[config.mk]
export PLATFORM = sky130hd
export DESIGN_NAME = id_ex_stage
export DESIGN_NICKNAME = d
export VERILOG_FILES = /design/src/rtl/id_ex_stage.sv
export SDC_FILE = /design/constraint.sdc
export NUM_CORES = 1
export LEC_CHECK = 0
export BUFFER_PORTS_ARGS = -buffer_cell sky130_fd_sc_hd__buf_2
export CAP_MARGIN = 25
export CORE_AREA = 2 2 148 150
export CTS_CLUSTER_SIZE = 14
export DETAILED_ROUTE_END_ITERATION = 10
export DIE_AREA = 0 0 150 152
export GPL_ROUTABILITY_DRIVEN = 0
export HOLD_SLACK_MARGIN = 0.08
export PLACE_DENSITY_LB_ADDON = 0.3
export SYNTH_ARGS = -nofsm -noshare
export SYNTH_HDL_FRONTEND = slang
export SYNTH_SLANG_ARGS = --single-unit
[constraint.sdc]
create_clock -name clk -period 5.9 [get_ports clk]
set_input_delay 0.59 -clock clk [delete_from_list [all_inputs] [get_ports clk]]
set_output_delay 0.59 -clock clk [all_outputs]
set_load 0.1 [all_outputs]
[src/rtl/id_ex_stage.sv]
// ----------------------------------------------------------------------------
// id_ex_stage -- ID/EX pipeline register with load-use interlock.
//
// Captures the decoded instruction and its register operands into the EX
// slot. Every edge applies one action: flush (kill the EX slot), HOLD (EX is
// stalled, keep contents), BUBBLE (insert a nop behind a load whose result
// the ID instruction needs) or RUN (capture the ID instruction).
// Priority is flush > exStall > load-use > capture.
//
// Handshake: idValid qualifies the ID-side fields. idStall is this stage's
// "not ready" towards ID/IF. An ID instruction moves into EX on an edge where
// idValid=1, idStall=0 and flush=0. exStall is EX's "not ready" towards us;
// while it is high the EX slot holds its contents.
//
// Optional feature macro: ID_EX_WB_BYPASS_EN
//   defined   -> captured operands take the writeback value on a register
//                match, and held operands are refreshed from writeback.
//   undefined -> operands come only from readData1/readData2; wb* ignored.
//
// Ports
//   clk, rst_n                 clock, async active-low reset
//   idValid..idRegWrite        decoded ID instruction
//   readData1/readData2        register-file values of idRs/idRt
//   wbRegWrite/wbWriteReg/wbWriteData  writeback port
//   flush, exStall             pipeline control
//   exValid..exData2           registered EX slot
//   idStall                    hold PC and IF/ID (combinational)
//   bubbleCount                saturating count of inserted bubbles
//   dbgState                   action applied at the most recent edge
// ----------------------------------------------------------------------------
module id_ex_stage (
    input  logic        clk,
    input  logic        rst_n,
    input  logic        idValid,
    input  logic [31:0] idPc,
    input  logic [4:0]  idRs,
    input  logic [4:0]  idRt,
    input  logic [4:0]  idDest,
    input  logic [31:0] idImm,
    input  logic [15:0] idCtrl,
    input  logic        idMemRead,
    input  logic        idRegWrite,
    input  logic [31:0] readData1,
    input  logic [31:0] readData2,
    input  logic        wbRegWrite,
    input  logic [4:0]  wbWriteReg,
    input  logic [31:0] wbWriteData,
    input  logic        flush,
    input  logic        exStall,
    output logic        exValid,
    output logic [31:0] exPc,
    output logic [4:0]  exRs,
    output logic [4:0]  exRt,
    output logic [4:0]  exDest,
    output logic [31:0] exImm,
    output logic [15:0] exCtrl,
    output logic        exMemRead,
    output logic        exRegWrite,
    output logic [31:0] exData1,
    output logic [31:0] exData2,
    output logic        idStall,
    output logic [15:0] bubbleCount,
    output logic [1:0]  dbgState
);

    typedef enum logic [1:0] {
        RUN    = 2'd0,
        BUBBLE = 2'd1,
        HOLD   = 2'd2
    } stageState_t;

    stageState_t state, nextState;
    logic        loadUse;
    logic [31:0] capData1, capData2;
    logic [31:0] holdData1, holdData2;

    // The load in EX produces its value too late for the ID instruction.
    assign loadUse = exValid & exMemRead & (exDest != 5'd0) & idValid &
                     ((exDest == idRs) | (exDest == idRt));

`ifdef ID_EX_WB_BYPASS_EN
    logic wbHitId1, wbHitId2, wbHitEx1, wbHitEx2;

    assign wbHitId1 = wbRegWrite & (wbWriteReg != 5'd0) & (wbWriteReg == idRs);
    assign wbHitId2 = wbRegWrite & (wbWriteReg != 5'd0) & (wbWriteReg == idRt);
    assign wbHitEx1 = wbRegWrite & (wbWriteReg != 5'd0) & (wbWriteReg == exRs);
    assign wbHitEx2 = wbRegWrite & (wbWriteReg != 5'd0) & (wbWriteReg == exRt);

    assign capData1  = (idRs == 5'd0) ? 32'h0 : (wbHitId1 ? wbWriteData : readData1);
    assign capData2  = (idRt == 5'd0) ? 32'h0 : (wbHitId2 ? wbWriteData : readData2);
    // A stalled EX instruction must not miss a write that lands while it waits.
    assign holdData1 = wbHitEx1 ? wbWriteData : exData1;
    assign holdData2 = wbHitEx2 ? wbWriteData : exData2;
`else
    logic unusedWb;

    assign unusedWb  = ^{wbRegWrite, wbWriteReg, wbWriteData};
    assign capData1  = (idRs == 5'd0) ? 32'h0 : readData1;
    assign capData2  = (idRt == 5'd0) ? 32'h0 : readData2;
    assign holdData1 = exData1;
    assign holdData2 = exData2;
`endif

    // Next action and stall request; flush always wins and never stalls ID.
    always_comb begin
        nextState = RUN;
        idStall   = 1'b0;
        if (flush) begin
            nextState = RUN;
            idStall   = 1'b0;
        end else if (exStall) begin
            nextState = HOLD;
            idStall   = 1'b1;
        end else if (loadUse) begin
            nextState = BUBBLE;
            idStall   = 1'b1;
        end
    end

    assign dbgState = state;

    always_ff @(posedge clk or negedge rst_n) begin
        if (!rst_n) begin
            state       <= RUN;
            exValid     <= 1'b0;
            exPc        <= 32'h0;
            exRs        <= 5'd0;
            exRt        <= 5'd0;
            exDest      <= 5'd0;
            exImm       <= 32'h0;
            exCtrl      <= 16'h0;
            exMemRead   <= 1'b0;
            exRegWrite  <= 1'b0;
            exData1     <= 32'h0;
            exData2     <= 32'h0;
            bubbleCount <= 16'h0;
        end else begin
            state <= nextState;
            case (nextState)
                HOLD: begin
                    exData1 <= holdData1;
                    exData2 <= holdData2;
                end
                BUBBLE: begin
                    exValid    <= 1'b0;
                    exMemRead  <= 1'b0;
                    exRegWrite <= 1'b0;
                    if (bubbleCount != 16'hFFFF) begin
                        bubbleCount <= bubbleCount + 16'd1;
                    end
                end
                default: begin
                    if (flush) begin
                        exValid    <= 1'b0;
                        exMemRead  <= 1'b0;
                        exRegWrite <= 1'b0;
                    end else begin
                        exValid    <= idValid;
                        exPc       <= idPc;
                        exRs       <= idRs;
                        exRt       <= idRt;
                        exDest     <= idDest;
                        exImm      <= idImm;
                        exCtrl     <= idCtrl;
                        exMemRead  <= idMemRead;
                        exRegWrite <= idRegWrite;
                        exData1    <= capData1;
                        exData2    <= capData2;
                    end
                end
            endcase
        end
    end

endmodule

==> results of run 1 <==
==> Yosys cell counts <==
cell type / n
nor4b_1: 1
buf_1: 1
or4_1: 1
mux2_1: 2
o21ai_0: 1
nor4_4: 1
xor2_1: 18
dfrtp_1: 180
nand4_4: 2
and3_1: 2
inv_1: 1
a21oi_1: 4
nand4_1: 3
a22o_1: 64
and4b_1: 1
ha_1: 2
nor3_1: 10
nand3_1: 6
and2_1: 1
nor2_1: 11
nor4_2: 3
nand2_1: 293
or2b_1: 1
a22oi_1: 4
o21ai_1: 2
clkbuf_1: 15
o21a_1: 1
nor2b_1: 1
buf_2: 19
nand2b_1: 3
and4_1: 1
nand3_2: 1
xnor2_1: 4
==> worst max-delay path by stage <==
stage / from / end / slack (ps) / cells past startpoint
floorplan: exDest[2] / idStall / 1760 / 4
global placement: idRt[2] / exData2[30] / 2550 / 9
detailed placement: idRt[2] / exData2[30] / 2520 / 9
CTS: exDest[2] / exData2[30] / 2630 / 8
global route: exDest[0] / exData2[30] / 2450 / 8
finish: exDest[0] / exData2[30] / 2700 / 8
==> flip-flops by register name (all words and copies together), names as in the netlist <==
name         count
dbgState         2
exPc            32
exMemRead        1
bubbleCount     16
exData1         32
exRegWrite       1
exImm           32
exRs             5
exValid          1
exData2         32
exCtrl          16
exRt             5
exDest           5
==> where the power goes <==
| part | switching (W) | internal [W] | total [W] |
|---|---|---|---|
| combinational | 0.00120 | 0.000212 | 0.00141 |
| sequential | 0.0000740 | 0.00136 | 0.00144 |
| clock | 0.000537 | 0.000585 | 0.00112 |
| total | 0.00181 | 0.00216 | 0.00397 |
==> through the flow <==
stage,util,instances
6_report,0.4490,1291
5_1_grt,0.4490,1291
4_1_cts,0.4490,1291
3_5_place_dp,0.4218,1259
3_3_place_gp,0.4218,1259
2_1_floorplan,-,660
==> cell type report <==
class / instances / area share
clock buffers: 19 / 0.04725
clock inverters: 13 / 0.01331
inverters: 1 / 0.0003916
multi-input cells: 444 / 0.2434
flip-flops and latches: 180 / 0.4699
well taps: 280 / 0.03655
repair buffers: 354 / 0.1891
==> layout by cell type (no fill, tap or decap), types with 2 or more instances in the layout <==
master     instances
buf_2            345
nand2_1          293
dfrtp_1          180
a22o_1            64
xor2_1            18
clkbuf_16         17
nor2_1            11
nor3_1            10
buf_4              7
nand3_1            6
inv_6              6
a22oi_1            4
xnor2_1            4
nand4_1            3
nor4_2             3
clkbuf_8           3
inv_8              3
o21ai_1            2
nand2b_1           2
a21oi_2            2
nand4_4            2
and3_1             2
mux2_1             2
a21oi_1            2
ha_1               2
clkinv_4           2
==> cells by family (layout without fill, tap and decap cells) <==
family	count (synthesis)	after routing	share of synthesized area
buffers and inverters	36	387	0.02278
AOI/OAI and AO/OA	76	76	0.09078
xor gates and xnor gates	22	22	0.02763
and+or+nand+nor	342	342	0.2061
adders and majority gates	2	2	0.003588
DFF	180	180	0.6459
muxes	2	2	0.003229
==> per-layer routing <==
layer	global-route usage	vias to the layer above	wire length, µm
met5	0	-	0
met1	0.2201	2711	8469
met3	0.05646	33	1667
met4	0.05840	0	449
li1	-	2853	-
met2	0.2677	251	9012
==> critical path, stage by stage, from the launching register on <==
cell and delay [ps]:
dfrtp_1 510, xor2_1 210, nor3_1 310, a22oi_1 160, nor3_1 260, ha_1 310
nand2b_4 590, buf_4 480, a22o_1 220
==> impl_metrics.yaml, run 1 <==
run_status:
  run_status: "completed"
floorplan:
  ios: 385
  die_x_um: 150
  dieArea_um2: 22800
  initial_core_util: 0.3267
  core-area_um2: 21350
  rows: 54
  die_h_um: 152
cts:
  postCtsResizedCells: 0
  post-cts-setup-buffers: 0
  postCtsHoldBufs: 0
  root_buffer: "clkbuf_16"
  cts_tree: "done"
  clock_path_buffers: 2
  clock-sinks: 180
  h-tree-depth: 4
  cts_buffers: 17
  cts.reportedPaths.clkPinSlew_ps: 80
  clkLatencyLatePin_ps: 430
synthesis:
  syn_nets: 866
  yosysWarnings: 0
  yosysTopAreaCell: "dfrtp_1"
  syn-instance-count: 660
  ys_types: 33
  ys_seq_elements: 180
  synth-seq-area-share: 0.6459
  synth_area_leaders: "dfrtp_1 65%, nand2_1 16%, a22o_1 8.0%"
  synth_top_cell_area_share: 0.6459
  syn_area_per_cell_um2: 10.57
  netlist_area_um2: 6974
critical_path:
  cp.required_ps: 6260
  worstPathMaxFanout: 68
  worst_r2r_endpoint: "exData2[30]"
  rrSetupSlack_ps: 2700
  worst-setup-path-type: "reg2reg"
  rr_startpoint: "exDest[0]"
  setup.worst_path.start_class: "flop"
  r2r.worst_path.cells: 8
  cp.arrival_ps: 3550
  cp-end-kind: "flop"
final_layout:
  synthToLayoutAreaGrowth_pct: 37.44
  n_fill_cell: 2040
  regArea_um2: 4504
  layout.nets: 1204
  diodes: 0
  drive_above_1_share: 0.3927
  fin_area_um2: 9585
  multiInputGateArea_um2: 2333
min_path:
  hp-class: "in2async"
timing:
  drv_slew: 0
  worst_hold_slack_ps: 210.4
  setup_viol_count_final: 0
  max_freq_ghz: 0.3128
  fin_ws_ps: 2703
  fin_tns_setup_ps: 0
  worst_slew_margin_rel: 0.4562
  fin_crit_sh: 0.5419
  fin_skew_ps: 16.58
  fin_crit_ps: 3197
  rsz0062_at_grt: "no"
  tightest_slew_ps: 815.6
  hold_violations: 0
pwr:
  vdd_drop_max_mv: 0.1636
  finalPower_w: 0.003969
  p_leak_nw: 5.434
  powerDensity_nw_per_um2: 414.1
global_route:
  grt_pass1_vias: 5600
  antenna_found_initial: 0
  overflow: 0
  grt_pass1_wl_mm: 30.42
  grt_start_max_net_pins: 86
  track_usage: 0.1701
drt:
  drt_iter0_drc: 223
  viasPerCell: 4.530
  wl_per_cell_um: 15.18
  vias: 5848
  ant_nets: 0
  totalWireLength_mm: 19.60
  dr.pass1.iters: 6
  drc_errors: 0
place:
  io_buffers: 346
  preCtsSetupSlack_ps: 2518
  hpwlAfterDp_mm: 13.65
  placed_cell_area_um2: 9005
flow_run:
  cap_violations: 0
(Power assumes the default switching activity.)
==> run 2, diff against run 1 <==
clock period = 2.6 ns   (was 5.9 ns; I/O delays follow)
==> run 2 against run 1 <==
Net effect:
- worst hold slack got worse by 110 ps
- clock-buffer cell count unchanged
- power increased by 140%
- flip-flop and latch count unchanged
- die area unchanged
- core utilization increased by 9.3 points
- highest routed layer unchanged
- design area increased by 21%
==> impl_metrics.yaml, run 2 (synthesis results as in run 1) <==
cts:
  clkLatencyLatePin_ps: 420
  clock-sinks: 180
  h-tree-depth: 4
  cts_buffers: 17
  root_buffer: "clkbuf_16"
  cts_tree: "done"
  clock_path_buffers: 2
  cts.reportedPaths.clkPinSlew_ps: 70
drt:
  viasPerCell: 4.520
  totalWireLength_mm: 22.78
  ant_nets: 0
  vias: 6627
  drt_iter0_drc: 300
  dr.pass1.iters: 4
  drc_errors: 0
  wl_per_cell_um: 15.54
place:
  io_buffers: 346
  hpwlAfterDp_mm: 14.41
  dp_cells: 1266
critical_path:
  cp_top_family: "simple AND/OR/NAND/NOR gates"
  setup.worst_path.start_class: "flop"
  path_depth: 9
  cp-end-kind: "flop"
  crit_buf_inv: 2
  worst-setup-path-type: "reg2reg"
  worstPathCellList: "or4_4, o21ai_4, nor3_2, ha_1, nand2b_4, a21oi_4, buf_12, clkbuf_16, a22o_1"
  worstPathMaxFanout: 8
  cp.required_ps: 2910
  critPathSlowestCell: "or4_4"
  r2r.worst_path.cells: 9
  cp.arrival_ps: 2840
  slowest_delay_ps: 570
pwr:
  p_leak_nw: 6.269
  vdd_drop_max_mv: 0.3934
  powerDensity_nw_per_um2: 813.3
floorplan:
  initial_core_util: 0.3267
  rows: 54
  dieArea_um2: 22800
  die_h_um: 152
  die_x_um: 150
  core-area_um2: 21350
  ios: 385
timing:
  hold_violations: 0
  worst_hold_slack_ps: 101.7
  fin_skew_ps: 12.20
  tightest_slew_ps: 592.2
  worst_slew_margin_rel: 0.6052
  fin_crit_ps: 2537
  fin_crit_sh: 0.9758
  setup_viol_count_final: 0
  fin_tns_setup_ps: 0
  max_freq_ghz: 0.3942
  drv_slew: 0
global_route:
  grt_pass1_vias: 6687
  grt_pass1_wl_mm: 34.67
  grt_start_max_net_pins: 70
  antenna_found_initial: 2
  overflow: 0
  track_usage: 0.1914
min_path:
  holdPathStages: 2
  hp-class: "in2reg"
final_layout:
  final_cells: 1466
  final_common_cell: "buf_2"
  synthToLayoutAreaGrowth_pct: 65.82
  drive_above_1_share: 0.3623
  fin_util: 0.5417
  layout.nets: 1377
  final_cell_mix: "345 x buf_2, 293 x nand2_1, 173 x dfrtp_1, 155 x dlygate4sd3_1, 64 x a22o_1"
flow_run:
  cap_violations: 0
run_status:
  run_status: "completed"
## run 2: final timing paths
path                               startpoint     endpoint  slack (ps)
worst max register to register      exDest[1]  exData2[26]          60
min in group asynchronous               rst_n  exData1[24]         420
max in group asynchronous               rst_n  exData1[27]        1440
worst max-delay path                exDest[1]  exData2[26]          60
worst min register to register        exRs[2]      exRs[2]         470
worst min-delay path            readData1[29]  exData1[29]         100
## run 2: area by class of cell
type	count	area [µm²]
tap	280	350.3
clock inverter	13	157.7
clock buffer	19	452.9
timing repair buffer	527	3681
inverter	1	3.754
antenna	2	5.005
fill	1867	9786
multi-input combinational	444	2396
sequential	180	4518
## run 2: through the flow
stage / instance area [µm²] / power, W / setup WS (ps)
2_1_floorplan: 6994 / 0.005878 / -46.78
3_3_place_gp: 9183 / 0.006558 / 19.05
3_5_place_dp: 9183 / 0.006577 / -4.640
4_1_cts: 11350 / 0.009452 / 5.751
5_1_grt: 11560 / 0.009786 / -7.850
6_report: 11560 / 0.009406 / 63.01
## run 2: metal layers
| metal | GRT usage | share of wire | vias up |
|---|---|---|---|
| met5 | 0 | 0 | - |
| met4 | 0.06020 | 0.018 | 0 |
| met3 | 0.05315 | 0.069 | 29 |
| met2 | 0.3305 | 0.50 | 243 |
| met1 | 0.2305 | 0.41 | 3152 |
| li1 | - | - | 3203 |
## run 2: where the power goes
| group | total [W] | switching, W | internal, W |
|---|---|---|---|
| Combinational | 0.00350 | 0.00281 | 0.000698 |
| Clock | 0.00264 | 0.00121 | 0.00143 |
| Sequential | 0.00327 | 0.000168 | 0.00310 |
## run 2: worst register-to-register path, stage by stage, from the launching register on
cell and delay (ps):
dfrtp_4 500, or4_4 570, o21ai_4 200, nor3_2 70, ha_1 330, nand2b_4 190, a21oi_4 60, buf_12 150
clkbuf_16 160, a22o_1 180
## run 2: timing repair
item                                    CTS  global route
endpoints found under the hold margin   220             0
hold buffers                            155             0
cloned                                    0             4
pin swaps                                 0             3
buffers inserted                          0             7
resized for setup                         1             8
endpoints found under the setup margin   69           169
